File: src/rtl/note_sequencer.sv
// Song ROM walker driving the note decoder: timed notes, articulation gaps, end marker.
// Optional NOTE_SEQ_LOOP_EN: restart from entry 0 at end of song instead of idling.
module note_sequencer #(
  parameter int unsigned TICK_DIV  = 50000,
  parameter int unsigned GAP_TICKS = 20,
  parameter int unsigned ADDR_W    = 6
) (
  input  logic              clk,
  input  logic              reset,
  input  logic              start,
  input  logic              stop,
  output logic [ADDR_W-1:0] song_addr,
  input  logic [15:0]       song_data,
  output logic [9:0]        note,
  output logic              note_gate,
  output logic              playing,
  output logic              done
);

  localparam int unsigned PRE_W   = (TICK_DIV > 1) ? $clog2(TICK_DIV) : 1;
  localparam int unsigned GAP_CW  = $clog2(GAP_TICKS + 1);
  localparam int unsigned TICK_W  = (GAP_CW > 6) ? GAP_CW : 6;

  typedef enum logic [2:0] {
    S_IDLE,
    S_FETCH,
    S_LOAD,
    S_PLAY,
    S_GAP
  } state_t;

  state_t              state_q, state_d;
  logic [ADDR_W-1:0]   addr_d;
  logic [9:0]          note_d;
  logic                gate_d;
  logic                done_d;
  logic [PRE_W-1:0]    pre_q, pre_d;
  logic [TICK_W-1:0]   tick_q, tick_d;
  logic                tick_wrap;
  logic                end_song;

  // State and registered outputs
  always_ff @(posedge clk) begin
    if (reset) begin
      state_q   <= S_IDLE;
      song_addr <= '0;
      note      <= '0;
      note_gate <= 1'b0;
      playing   <= 1'b0;
      done      <= 1'b0;
      pre_q     <= '0;
      tick_q    <= '0;
    end else begin
      state_q   <= state_d;
      song_addr <= addr_d;
      note      <= note_d;
      note_gate <= gate_d;
      playing   <= (state_d != S_IDLE);
      done      <= done_d;
      pre_q     <= pre_d;
      tick_q    <= tick_d;
    end
  end

  // Next-state and next-output logic
  always_comb begin
    state_d   = state_q;
    addr_d    = song_addr;
    note_d    = note;
    gate_d    = note_gate;
    done_d    = 1'b0;
    pre_d     = pre_q;
    tick_d    = tick_q;
    end_song  = 1'b0;
    tick_wrap = (pre_q == PRE_W'(TICK_DIV - 1));

    case (state_q)
      S_IDLE: begin
        if (start && !stop) begin
          state_d = S_FETCH;
          addr_d  = '0;
        end
      end
      S_FETCH: state_d = S_LOAD;
      S_LOAD: begin
        if (song_data[5:0] == 6'd0) begin
          end_song = 1'b1;
        end else begin
          note_d  = song_data[15:6];
          gate_d  = |song_data[15:6];
          tick_d  = TICK_W'(song_data[5:0]);
          pre_d   = '0;
          state_d = S_PLAY;
        end
      end
      S_PLAY, S_GAP: begin
        if (!tick_wrap) begin
          pre_d = pre_q + PRE_W'(1);
        end else begin
          pre_d = '0;
          if (tick_q != TICK_W'(1)) begin
            tick_d = tick_q - TICK_W'(1);
          end else if (state_q == S_PLAY) begin
            gate_d  = 1'b0;
            tick_d  = TICK_W'(GAP_TICKS);
            state_d = S_GAP;
          end else if (song_addr == {ADDR_W{1'b1}}) begin
            end_song = 1'b1;
          end else begin
            addr_d  = song_addr + ADDR_W'(1);
            state_d = S_FETCH;
          end
        end
      end
      default: state_d = S_IDLE;
    endcase

    // Marker and address wrap share one end-of-song path
    if (end_song) begin
      done_d = 1'b1;
      note_d = '0;
      gate_d = 1'b0;
      addr_d = '0;
`ifdef NOTE_SEQ_LOOP_EN
      state_d = S_FETCH;
`else
      state_d = S_IDLE;
`endif
    end

    if (stop && state_q != S_IDLE) begin
      state_d = S_IDLE;
      note_d  = '0;
      gate_d  = 1'b0;
      addr_d  = '0;
      done_d  = 1'b0;
    end
  end

endmodule
File: config.mk
export PLATFORM = sky130hd
export DESIGN_NAME = note_sequencer
export DESIGN_NICKNAME = d
export VERILOG_FILES = /design/src/rtl/note_sequencer.sv
export SDC_FILE = /design/constraint.sdc
export NUM_CORES = 1
export LEC_CHECK = 0
export CAP_MARGIN = 20
export CORE_MARGIN = 2
export CORE_UTILIZATION = 55
export CTS_BUF_LIST = sky130_fd_sc_hd__clkbuf_2 sky130_fd_sc_hd__clkbuf_4 sky130_fd_sc_hd__clkbuf_8
export CTS_CLUSTER_DIAMETER = 100
export DETAILED_ROUTE_END_ITERATION = 10
export PLACE_DENSITY = 0.82
export SLEW_MARGIN = 30
export SYNTH_ARGS = -nofsm -noshare
export SYNTH_HDL_FRONTEND = slang
export SYNTH_SLANG_ARGS = --single-unit
File: constraint.sdc
create_clock -name clk -period 2.6 [get_ports clk]
set_input_delay 0.78 -clock clk [delete_from_list [all_inputs] [get_ports clk]]
set_output_delay 0.78 -clock clk [all_outputs]
set_load 0.005 [all_outputs]
==> results.md <==
Clock network:
- The clock tree from TritonCTS is yes.
- The number of hold-repair buffers added at the cts stage is 0.
- After clock tree synthesis, the clock-pin slew on the worst setup and hold paths is 0.09 ns.
- In this run the clock root is driven by a sky130_fd_sc_hd__clkbuf_8.
- The clock tree buffer depth is 2.
- The later-pin clock latency in the skew report is about 0.3 ns.
- Gates resized during post-CTS repair numbered 0.
- Clock tree synthesis found a total of 44 sinks.
- Counting the buffers created by CTS gives 5.
- The H-tree depth is 2.
- The number of post-CTS setup repair buffers is 0.

Global route:
- The initial antenna violation count is 0.
- The maximum number of pins on one net before global-route repair is 18.
- The number of global-route vias before repair came to between 2,000 and 2,500.
- In the global route stage, met1 resource usage came out at 0.293.
- After global routing the overflow that remains totals 0.
- The global routing usage on met2 is 0.416.
- The global routing stage identified its most utilized layer as met2.
- In the global route stage, overall resource usage came out at 0.243.
- The first-pass GRT wire length is around 10000 um.
- The met3 global-route usage is 0.0727.

Power and ir drop:
- Of the total power, registers draw 0.474.
- Of the total power, the share spent switching nets is 0.261.
- The total power density per cell area is 504 mW/mm2.
- The share of total power dissipated in the clock network is 0.325.
- The part of the power in combinational logic is 0.201.
- The worst-case IR drop observed on VDD is about 0.47 mV.
- The total internal power is about 1.1 mW.
- After layout, the design draws a total of roughly 1.5 mW.
- The net switching power is between 400 and 500 uW.
- The leakage component of the power is between 1 and 1.5 nW.

STA:
- Timing would allow up to ~400 MHz.
- The final-report hold violation count came to 0.
- The count of final max-slew check failures is 0.
- In the finished design, the share of the clock period the worst path needs comes to 0.951.
- The number of setup violations in the final report is 0.
- The minimum period implied by the final worst setup slack is roughly 2.5 ns.
- Setup repair after global routing left no endpoint under its margin.
- At the pin with the least slew margin, the transition time is a little under 0.7 ns.
- Setup total negative slack on the finished layout was measured at 0 ns.
- The relative slew slack is 0.537.
- The worst clock skew is about 0.010 ns.

Drt:
- For this run, design rule violations remaining after detail routing come to 0.
- The detail-routed via count per cell is ~6.1.
- The overall via count from detail_route is between 2,000 and 2,500.
- After detailed routing, the average wire length per cell comes to between 10 and 15 um.
- The remaining antenna violation count is 0.
- The first TritonRoute pass finished after 4 iterations.
- The routed design has 5860 um of wire.
- The iteration-0 DRC count of the detailed router is 150.

Placement:
- After detailed placement, the total cell area comes to about 0.003 mm2.
- The congestion estimate from routability-driven global placement came to approximately 0.85.
- The detailed placer's ending HPWL is 4260 um.
- After detailed placement, the design holds a cell count of between 300 and 400.
- The total of buffers placed on input and output ports is 38.

Logic synthesis:
- The biggest area contributor in the post-synthesis netlist is sky130_fd_sc_hd__dfxtp_1.
- Of the post-synthesis cell area, the dominant cell type holds 0.374.
- The area of the mapped netlist is around 0.0024 mm2.
- Counting flops and latches in the post-synthesis netlist gives 44.
- The fraction of the yosys area taken by sequential cells is 0.374.
- The netlist uses 55 different library cells.
- In this run, synthesis inferred 0 flip-flops with an integrated enable.
- In the synthesized netlist the dominant register cell turns out to be sky130_fd_sc_hd__dfxtp_1.
- The cell count after synthesis is 284.
- After synthesis, the mean cell area works out to roughly 8.3 um2.
- The net count after synthesis is between 300 and 400.
- By area the synthesized netlist is led by sky130_fd_sc_hd__dfxtp_1 37%, sky130_fd_sc_hd__nor2_1 6.4%, sky130_fd_sc_hd__xnor2_1 4.8%.
- The count of warnings emitted by yosys is 0.
- The async set-or-reset flop fraction in the synthesized netlist is 0.

Flow run:
- The max-capacitance violation count is 0.

Setup path:
- The start-to-end type of the worst setup path is in2reg.
- Data arrives at the worst endpoint at approximately 2.7 ns.
- The capturing element type of the critical path is a flop.
- The required time reported for the critical path endpoint is about 2.8 ns.
- In this run the worst path has a maximum fanout of 9.
- The worst setup path is launched from an input port.
- The beginning of the critical path is song_data[5].
- The worst-case reg-to-reg path depth is 5.
- The startpoint of the worst-slack reg-to-reg timing path is state_q[2].

Outcome:
- The run finished with clean final reports.

Floorplanning:
- The die is around 70 um tall.
- In this run the standard cell core region covers approximately 0.0041 mm2.
- The full die area is between 0.004 and 0.005 mm2.
- Row generation in the floorplan step produced 23 rows.
- The initial utilization of the core area, before any placement, comes to 0.581.
- The horizontal die dimension is 69.5 um.
- The top-level I/O count is 39.

Cells and area:
- The area of all placed cells without fillers is 0.00307 mm2.
- The area occupied by multi-input gates is ~0.0014 mm2.
- The net total in the final layout is 367.
- The non-filler instance count after layout is between 300 and 400.
- The number of antenna repair diodes is 0.
- The synthesis-to-finish area growth is 30.1%.
- The fill cell instance count of the final layout is 314.
- The final core area utilization is 0.756.
- In the final layout, the share of cells above drive strength 1 is 0.120.
- The sequential cells in the finished layout cover a total of 881 um2.

Min path:
- The type of the worst min-delay path is reg2reg.
- The worst hold path begins at note_gate.
- The hold-critical path depth is 2.
-- logic make-up after synthesis --
group                      after synthesis  synth area share
AOI/OAI and AO/OA                       64             0.185
xor gates and xnor gates                14            0.0520
adders and majority gates                5            0.0255
buffers and inverters                   21            0.0387
DFF                                     44             0.374
muxes                                   11            0.0467
and+or+nand+nor                        125             0.279
-- state kept, by name, summed over array words and instances (netlist names) --
register and count:
pre_q 16, note 10, song_addr 6, tick_q 6, state_q 3, done 1, note_gate 1, playing 1
-- synthesized netlist by cell type, types with 2 or more instances --
master / count
sky130_fd_sc_hd__o21ai_0: 11
sky130_fd_sc_hd__inv_1: 7
sky130_fd_sc_hd__nand4_1: 4
sky130_fd_sc_hd__ha_1: 4
sky130_fd_sc_hd__mux2i_1: 11
sky130_fd_sc_hd__a21oi_1: 15
sky130_fd_sc_hd__or2_2: 2
sky130_fd_sc_hd__a2bb2oi_1: 3
sky130_fd_sc_hd__and2_1: 2
sky130_fd_sc_hd__a22oi_1: 3
sky130_fd_sc_hd__a211o_1: 2
sky130_fd_sc_hd__or3_1: 4
sky130_fd_sc_hd__nand2_1: 21
sky130_fd_sc_hd__xnor2_1: 13
sky130_fd_sc_hd__or4_1: 5
sky130_fd_sc_hd__buf_2: 4
sky130_fd_sc_hd__nor2_1: 40
sky130_fd_sc_hd__nor4_1: 3
sky130_fd_sc_hd__a2111oi_0: 4
sky130_fd_sc_hd__nand3b_1: 3
sky130_fd_sc_hd__nor3_1: 9
sky130_fd_sc_hd__a311oi_1: 2
sky130_fd_sc_hd__dfxtp_1: 44
sky130_fd_sc_hd__nor2b_1: 2
sky130_fd_sc_hd__nand2b_1: 4
sky130_fd_sc_hd__o31ai_1: 5
sky130_fd_sc_hd__clkbuf_1: 8
sky130_fd_sc_hd__a211oi_1: 6
sky130_fd_sc_hd__and3_1: 2
sky130_fd_sc_hd__nand3_1: 13
sky130_fd_sc_hd__o211ai_1: 3
sky130_fd_sc_hd__a21o_1: 2
-- power by group through the flow --
stage	clock, mW	sequential, mW	combinational [mW]
2_1_floorplan	0	0.743	0.163
3_3_place_gp	0	0.747	0.301
4_1_cts	0.509	0.732	0.309
3_5_place_dp	0	0.747	0.307
6_report	0.502	0.733	0.312
5_1_grt	0.532	0.737	0.340
-- final cells by class --
class,instances,share of cell area
Timing Repair Buffer,66,0.197
Tap cell,50,0.0204
Clock inverter,1,0.00979
Clock buffer,5,0.0224
Multi-Input combinational cell,219,0.455
Inverter,7,0.00856
Sequential cell,44,0.287
-- routing by layer --
layer  routed length (um)  share of wire
met5                    0              0
met4                   59          0.010
met3                  422          0.072
met2                 2790           0.48
met1                 2580           0.44
-- final timing paths --
check,endpoint,slack (ns)
setup / recovery,tick_q[3],0.13
hold / removal,note_gate,0.48
setup reg to reg,song_addr[5],0.15
hold reg to reg,note_gate,0.48
-- worst max-delay path, cell delays in order --
cell and delay [ns]:
sky130_fd_sc_hd__clkdlybuf4s50_1 0.51, sky130_fd_sc_hd__nor3_1 0.06, sky130_fd_sc_hd__a21o_1 0.24, sky130_fd_sc_hd__a2bb2oi_1 0.59, sky130_fd_sc_hd__o21ai_0 0.19, sky130_fd_sc_hd__a32o_1 0.29
-- stage by stage --
| step | worst slack, ns | hold WS (ns) |
|---|---|---|
| after floorplan | 0.460 | 0.459 |
| after global placement | -0.160 | 0.452 |
| after detailed placement | -0.203 | 0.470 |
| after CTS | 0.103 | 0.479 |
| after global routing | 0.00595 | 0.500 |
| final | 0.128 | 0.476 |
-- placed cells by master (no fill, tap or decap), drive strengths merged, types with 5 or more instances in the layout --
cell	instances
nand3	13
o21ai	11
or4	5
clkbuf	5
nor3	9
mux2i	11
nand2	21
buf	28
xnor2	13
inv	7
clkdlybuf4s50	38
o31ai	5
dfxtp	44
a211oi	6
a21oi	15
nor2	41
No activity file was read; power rests on OpenSTA's default activity.
